`config.mk`:
```
export PLATFORM = sky130hd
export DESIGN_NAME = athena_side_vram_arbiter
export DESIGN_NICKNAME = d
export VERILOG_FILES = /design/src/rtl/athena_side_pkg.sv /design/src/rtl/athena_side_phase_gen.sv /design/src/rtl/athena_side_vram_arbiter.sv
export SDC_FILE = /design/constraint.sdc
export NUM_CORES = 1
export LEC_CHECK = 0
export CORE_AREA = 8 8 90 92
export DETAILED_ROUTE_END_ITERATION = 8
export DIE_AREA = 0 0 98 100
export PLACE_DENSITY = 0.58
export SETUP_SLACK_MARGIN = 0.02
export SKIP_LAST_GASP = 1
export SLEW_MARGIN = 20
export SYNTH_ARGS = -nofsm -noshare
export SYNTH_HDL_FRONTEND = slang
export SYNTH_SLANG_ARGS = --single-unit
```
`constraint.sdc`:
```
create_clock -name clk -period 2.4 [get_ports clk]
set_clock_uncertainty 0.2 [all_clocks]
set_input_delay 0.24 -clock clk [delete_from_list [all_inputs] [get_ports clk]]
set_output_delay 0.24 -clock clk [all_outputs]
set_load 0.02 [all_outputs]
```
`src/rtl/athena_side_pkg.sv`:
```
// Shared types and phase constants for the side-layer VRAM arbiter.
package athena_side_pkg;

    typedef enum logic [1:0] {IDLE, WAIT, ACCESS, ACK} arb_state_t;

    typedef logic [2:0] phase_t;

    localparam phase_t PH_VLK = 3'd7;
    localparam phase_t PH_H2  = 3'd1;
    localparam phase_t PH_H1  = 3'd3;
    localparam phase_t PH_H0  = 3'd5;

endpackage

```
`src/rtl/athena_side_phase_gen.sv`:
```
// Pixel phase counter, tile-pipeline strobes and the video-window mux select.
module athena_side_phase_gen
    import athena_side_pkg::*;
#(
    parameter int VID_SLOT_START = 6
) (
    input  logic   clk,
    input  logic   rst,
    input  logic   ck1,
    output phase_t phase,
    output logic   v_c,
    output logic   vlk,
    output logic   h2n,
    output logic   h1n,
    output logic   h0n
);

    localparam phase_t SLOT_START = phase_t'(VID_SLOT_START);

    // Strobes decode the phase before it advances on the same CK1 edge.
    always_ff @(posedge clk) begin
        if (rst) begin
            phase <= '0;
            vlk   <= 1'b0;
            h2n   <= 1'b0;
            h1n   <= 1'b0;
            h0n   <= 1'b0;
        end else begin
            vlk <= ck1 && (phase == PH_VLK);
            h2n <= ck1 && (phase == PH_H2);
            h1n <= ck1 && (phase == PH_H1);
            h0n <= ck1 && (phase == PH_H0);
            if (ck1) begin
                phase <= phase + 3'd1;
            end
        end
    end

    assign v_c = (phase < SLOT_START);

endmodule

```
`src/rtl/athena_side_vram_arbiter.sv`:
```
// Side-layer 2Kx8 VRAM sequencer: shares the SRAM between the Z80 port and video fetch.
// Optional stall counter output when ATHENA_SIDE_ARB_STATS_EN is defined.
module athena_side_vram_arbiter
    import athena_side_pkg::*;
#(
    parameter int ACC_CYC        = 2,
    parameter int VID_SLOT_START = 6
) (
    input  logic        clk,
    input  logic        VIDEO_RST,
    input  logic        CK1,
    input  logic        cpu_req,
    input  logic        cpu_we,
    input  logic [10:0] cpu_addr,
    input  logic [7:0]  cpu_din,
    output logic [7:0]  cpu_dout,
    output logic        cpu_ack,
    output logic        cpu_busy,
    output logic [10:0] VA,
    output logic [7:0]  VD_wr,
    input  logic [7:0]  VD_rd,
    output logic        V_C,
    output logic        SIDE_VRAM_CSn,
    output logic        VOE,
    output logic        VWE,
    output logic        VDG,
    output logic        VRD,
    output logic        VLK,
    output logic        H2n,
    output logic        H1n,
    output logic        H0n,
    output logic [2:0]  phase
`ifdef ATHENA_SIDE_ARB_STATS_EN
    ,
    output logic [15:0] stall_cnt
`endif
);

    localparam logic [1:0] ACC_LOAD = 2'(ACC_CYC - 1);
    localparam int         WAIT_MAX = VID_SLOT_START - 3;

    arb_state_t state, state_nxt;
    logic [1:0] acc_cnt;
    logic       we_q;
    logic       acc_last;
    logic       slot_ok;

    athena_side_phase_gen #(
        .VID_SLOT_START(VID_SLOT_START)
    ) u_phase_gen (
        .clk  (clk),
        .rst  (VIDEO_RST),
        .ck1  (CK1),
        .phase(phase),
        .v_c  (V_C),
        .vlk  (VLK),
        .h2n  (H2n),
        .h1n  (H1n),
        .h0n  (H0n)
    );

    assign acc_last = (acc_cnt == 2'd0);
    // Starting no later than WAIT_MAX leaves two full pixels before the video slot.
    assign slot_ok  = CK1 && (int'(phase) <= WAIT_MAX);

    always_ff @(posedge clk) begin
        if (VIDEO_RST) begin
            state    <= IDLE;
            acc_cnt  <= '0;
            we_q     <= 1'b0;
            VA       <= '0;
            VD_wr    <= '0;
            cpu_dout <= '0;
        end else begin
            state <= state_nxt;
            if (state == IDLE && cpu_req) begin
                we_q  <= cpu_we;
                VA    <= cpu_addr;
                VD_wr <= cpu_din;
            end
            if (state == WAIT) begin
                acc_cnt <= ACC_LOAD;
            end else if (state == ACCESS && !acc_last) begin
                acc_cnt <= acc_cnt - 2'd1;
            end
            if (state == ACCESS && acc_last && !we_q) begin
                cpu_dout <= VD_rd;
            end
        end
    end

    always_comb begin
        state_nxt     = state;
        SIDE_VRAM_CSn = 1'b1;
        VOE           = 1'b1;
        VWE           = 1'b1;
        VDG           = 1'b1;
        VRD           = 1'b0;
        cpu_ack       = 1'b0;
        case (state)
            IDLE: begin
                if (cpu_req) state_nxt = WAIT;
            end
            WAIT: begin
                if (slot_ok) state_nxt = ACCESS;
            end
            ACCESS: begin
                SIDE_VRAM_CSn = 1'b0;
                VDG           = 1'b0;
                if (we_q) begin
                    VRD = 1'b1;
                    // First access cycle is address setup; strobe afterwards.
                    VWE = (acc_cnt == ACC_LOAD);
                end else begin
                    VOE = 1'b0;
                end
                if (acc_last) state_nxt = ACK;
            end
            ACK: begin
                cpu_ack   = 1'b1;
                state_nxt = IDLE;
            end
            default: state_nxt = IDLE;
        endcase
    end

    assign cpu_busy = (state != IDLE);

`ifdef ATHENA_SIDE_ARB_STATS_EN
    always_ff @(posedge clk) begin
        if (VIDEO_RST) begin
            stall_cnt <= '0;
        end else if (state == WAIT && stall_cnt != 16'hFFFF) begin
            stall_cnt <= stall_cnt + 16'd1;
        end
    end
`endif

endmodule

```
==> flow_summary.ini <==
[clocking]
clk_pin_slew_ns = 0.08
cts.sinks = 39
clk_latency_ns = 0.29
clockRootBuffer = clkbuf_8
cts_tree = done
htreeDepth = 2
numCtsBuffers = 5
cts_hold_buffers = 0
clock_path_buffers = 2

[detailed_routing]
wl_mm = 4.254
routed_via_density = 4.150
vias = 1382
dr.pass1.iters = 4
drtIter0Drc = 43
route.detailed.drc = 0
postRouteAntennaNets = 0
routedWlPerCell_um = 12.77

[synthesis]
synth_area_mm2 = 0.001614
yosysSeqAreaShare = 0.4837
avgSynthCellArea_um2 = 9.017
synth_top_area_cell = dfxtp_1
yosysWarnings = 0
async_reset_ff_frac = 0
ys_seq_elements = 39
synth_top_area_share = 0.4837
synth_fp_nets = 221
ys_top_cells_by_count = nand2_1, dfxtp_1, a21oi_1, nor2_1
synthCells = 179
ys.flop_type = dfxtp_1
synth.distinct_cells = 26
synth_edf_count = 0
synth.area.top_cells = dfxtp_1, nand2_1, ha_1
synth_most_common_cell = nand2_1

[grt]
gr-usage-met3 = 0.04844
grt_busiest_layer = met2
grt_pass1_vias = 1431
grt_pass1_wl_mm = 7.072
globalRouteMet2Util = 0.1370
grt_max_degree = 32
antenna_found_initial = 0
track_usage = 0.09072
use_met1 = 0.1064
grt_overflow = 0

[finish]
final_cells = 333
fillers = 679
area_growth_pct = 54.65
antenna_cells = 0
fin_nets = 294
layout-drive-gt1-share = 0.06324

[sta]
max-slew-margin-rel = 0.6475
setup_violations = 0
drv_slew = 0
hold_viol = 0
tightest_slew_ns = 0.5272
finalSetupTns_ns = 0
finalCritPeriodShare = 0.9279
grt_setup_unrepaired = false
hold_ws_ns = 0.2560
fin_crit_ns = 2.227
max_freq_ghz = 0.4490
final.setup.worst_slack_ns = 0.1729

[critical_path]
critical_path_class = flip-flop to primary output
critPathLaunchType = flip-flop
crit_fanout = 6
crit_path_start = state[0]$_SDFFE_PP0P_
cp-end-kind = primary output
ff2ff_setup_slack_ns = 0.60
regToRegStartpoint = state[0]$_SDFFE_PP0P_
worstPathRequired_ns = 1.96
worstPathArrival_ns = 1.79

[place]
gp_congestion = 0.6559
io_buffers = 73
dp_hpwl_mm = 3.153
dp.cells = 325
post-place-ws_ns = 0.3543

[power]
leakage_nw = 1.004
ir_drop_uv = 243.5
cellPowerDensity_mw_per_mm2 = 877.2
p_total_w = 0.002190

[status]
status = finished, final reports clean

[floorplan]
die_x_um = 98
die_y_um = 100
core_area_mm2 = 0.006644
num_rows = 30
die_area_mm2 = 0.009800
io_pins = 74
start_util = 0.2429

[hold_path]
hp-start = VA[6]$_SDFFE_PP0P_
hold_class = flip-flop to flip-flop

[flow_run]
drv_cap = 0
-- state kept, by name (all words and copies together), names as in the netlist --
signal	flops
VA	11
VD_wr	8
acc_cnt	2
cpu_dout	8
state	2
u_phase_gen.h0n	1
u_phase_gen.h1n	1
u_phase_gen.h2n	1
u_phase_gen.phase	3
u_phase_gen.vlk	1
we_q	1
-- kinds of logic (layout without fill, tap and decap cells) --
family / after synthesis / after routing / share of synthesized area
mux: 10 / 10 / 0.06202
simple gates: 72 / 72 / 0.2039
buf+inv: 20 / 94 / 0.05969
fa+ha+maj: 10 / 10 / 0.07752
flops: 39 / 39 / 0.4837
xor+xnor: 2 / 2 / 0.01085
compound gates: 26 / 26 / 0.1023
-- stage by stage --
stage,util,instance area [um2]
after CTS,0.3757,2496
after detailed placement,0.3631,2412
after global routing,0.3757,2496
after floorplan,-,1614
final,0.3757,2496
after global placement,0.3631,2412
-- layer usage --
| layer | vias up | part of all wire |
|---|---|---|
| li1 | 718 | - |
| met3 | 4 | 0.097 |
| met2 | 55 | 0.43 |
| met1 | 605 | 0.47 |
| met4 | 0 | 0.0096 |
| met5 | - | 0 |
-- path summary, 6_finish.rpt --
path              cells after the start                        to
hold reg to reg                       2        VA[6]$_SDFFE_PP0P_
hold / removal                        2        VA[6]$_SDFFE_PP0P_
setup reg to reg                      5  cpu_dout[1]$_SDFFE_PP0P_
setup / recovery                      4                       VOE
-- final cells by class --
type / instances / area, um2 / share of cell area
sequential: 39 / 780.7 / 0.3128
timing repair buffer: 77 / 759.5 / 0.3043
multi-input combinational: 120 / 737.0 / 0.2952
tap: 80 / 100.1 / 0.04010
clock buffer: 6 / 72.57 / 0.02907
inverter: 9 / 33.78 / 0.01353
clock inverter: 2 / 12.51 / 0.005013
-- what timing repair did --
action                                  in CTS  in global routing
setup buffers                                0                  0
endpoints found under the setup margin       1                  0
resized for setup                            1                  0
-- report_power, final --
group | total [W] | switching [W] | internal [W]
clock | 0.000435 | 0.000232 | 0.000203
sequential | 0.000822 | 0.0000647 | 0.000758
combinational | 0.000932 | 0.000487 | 0.000444
total | 0.00219 | 0.000784 | 0.00141
-- worst max-delay path: stages, from the launching register on --
cell and delay [ns]:
dfxtp_1 0.38, inv_1 0.08, ha_1 0.26, or2b_1 0.17
clkdlybuf4s50_1 0.61
-- cell usage in the layout (no fill, tap or decap), drive strengths merged, types with 4 or more instances in the layout --
master and n:
ha 10, inv 9, clkbuf 6, nand2b 4, nand2 43, mux2i 10, a21oi 21, clkdlybuf4s50 72
dfxtp 39, nor2 15, buf 4
No activity file was read; power rests on OpenSTA's default activity.
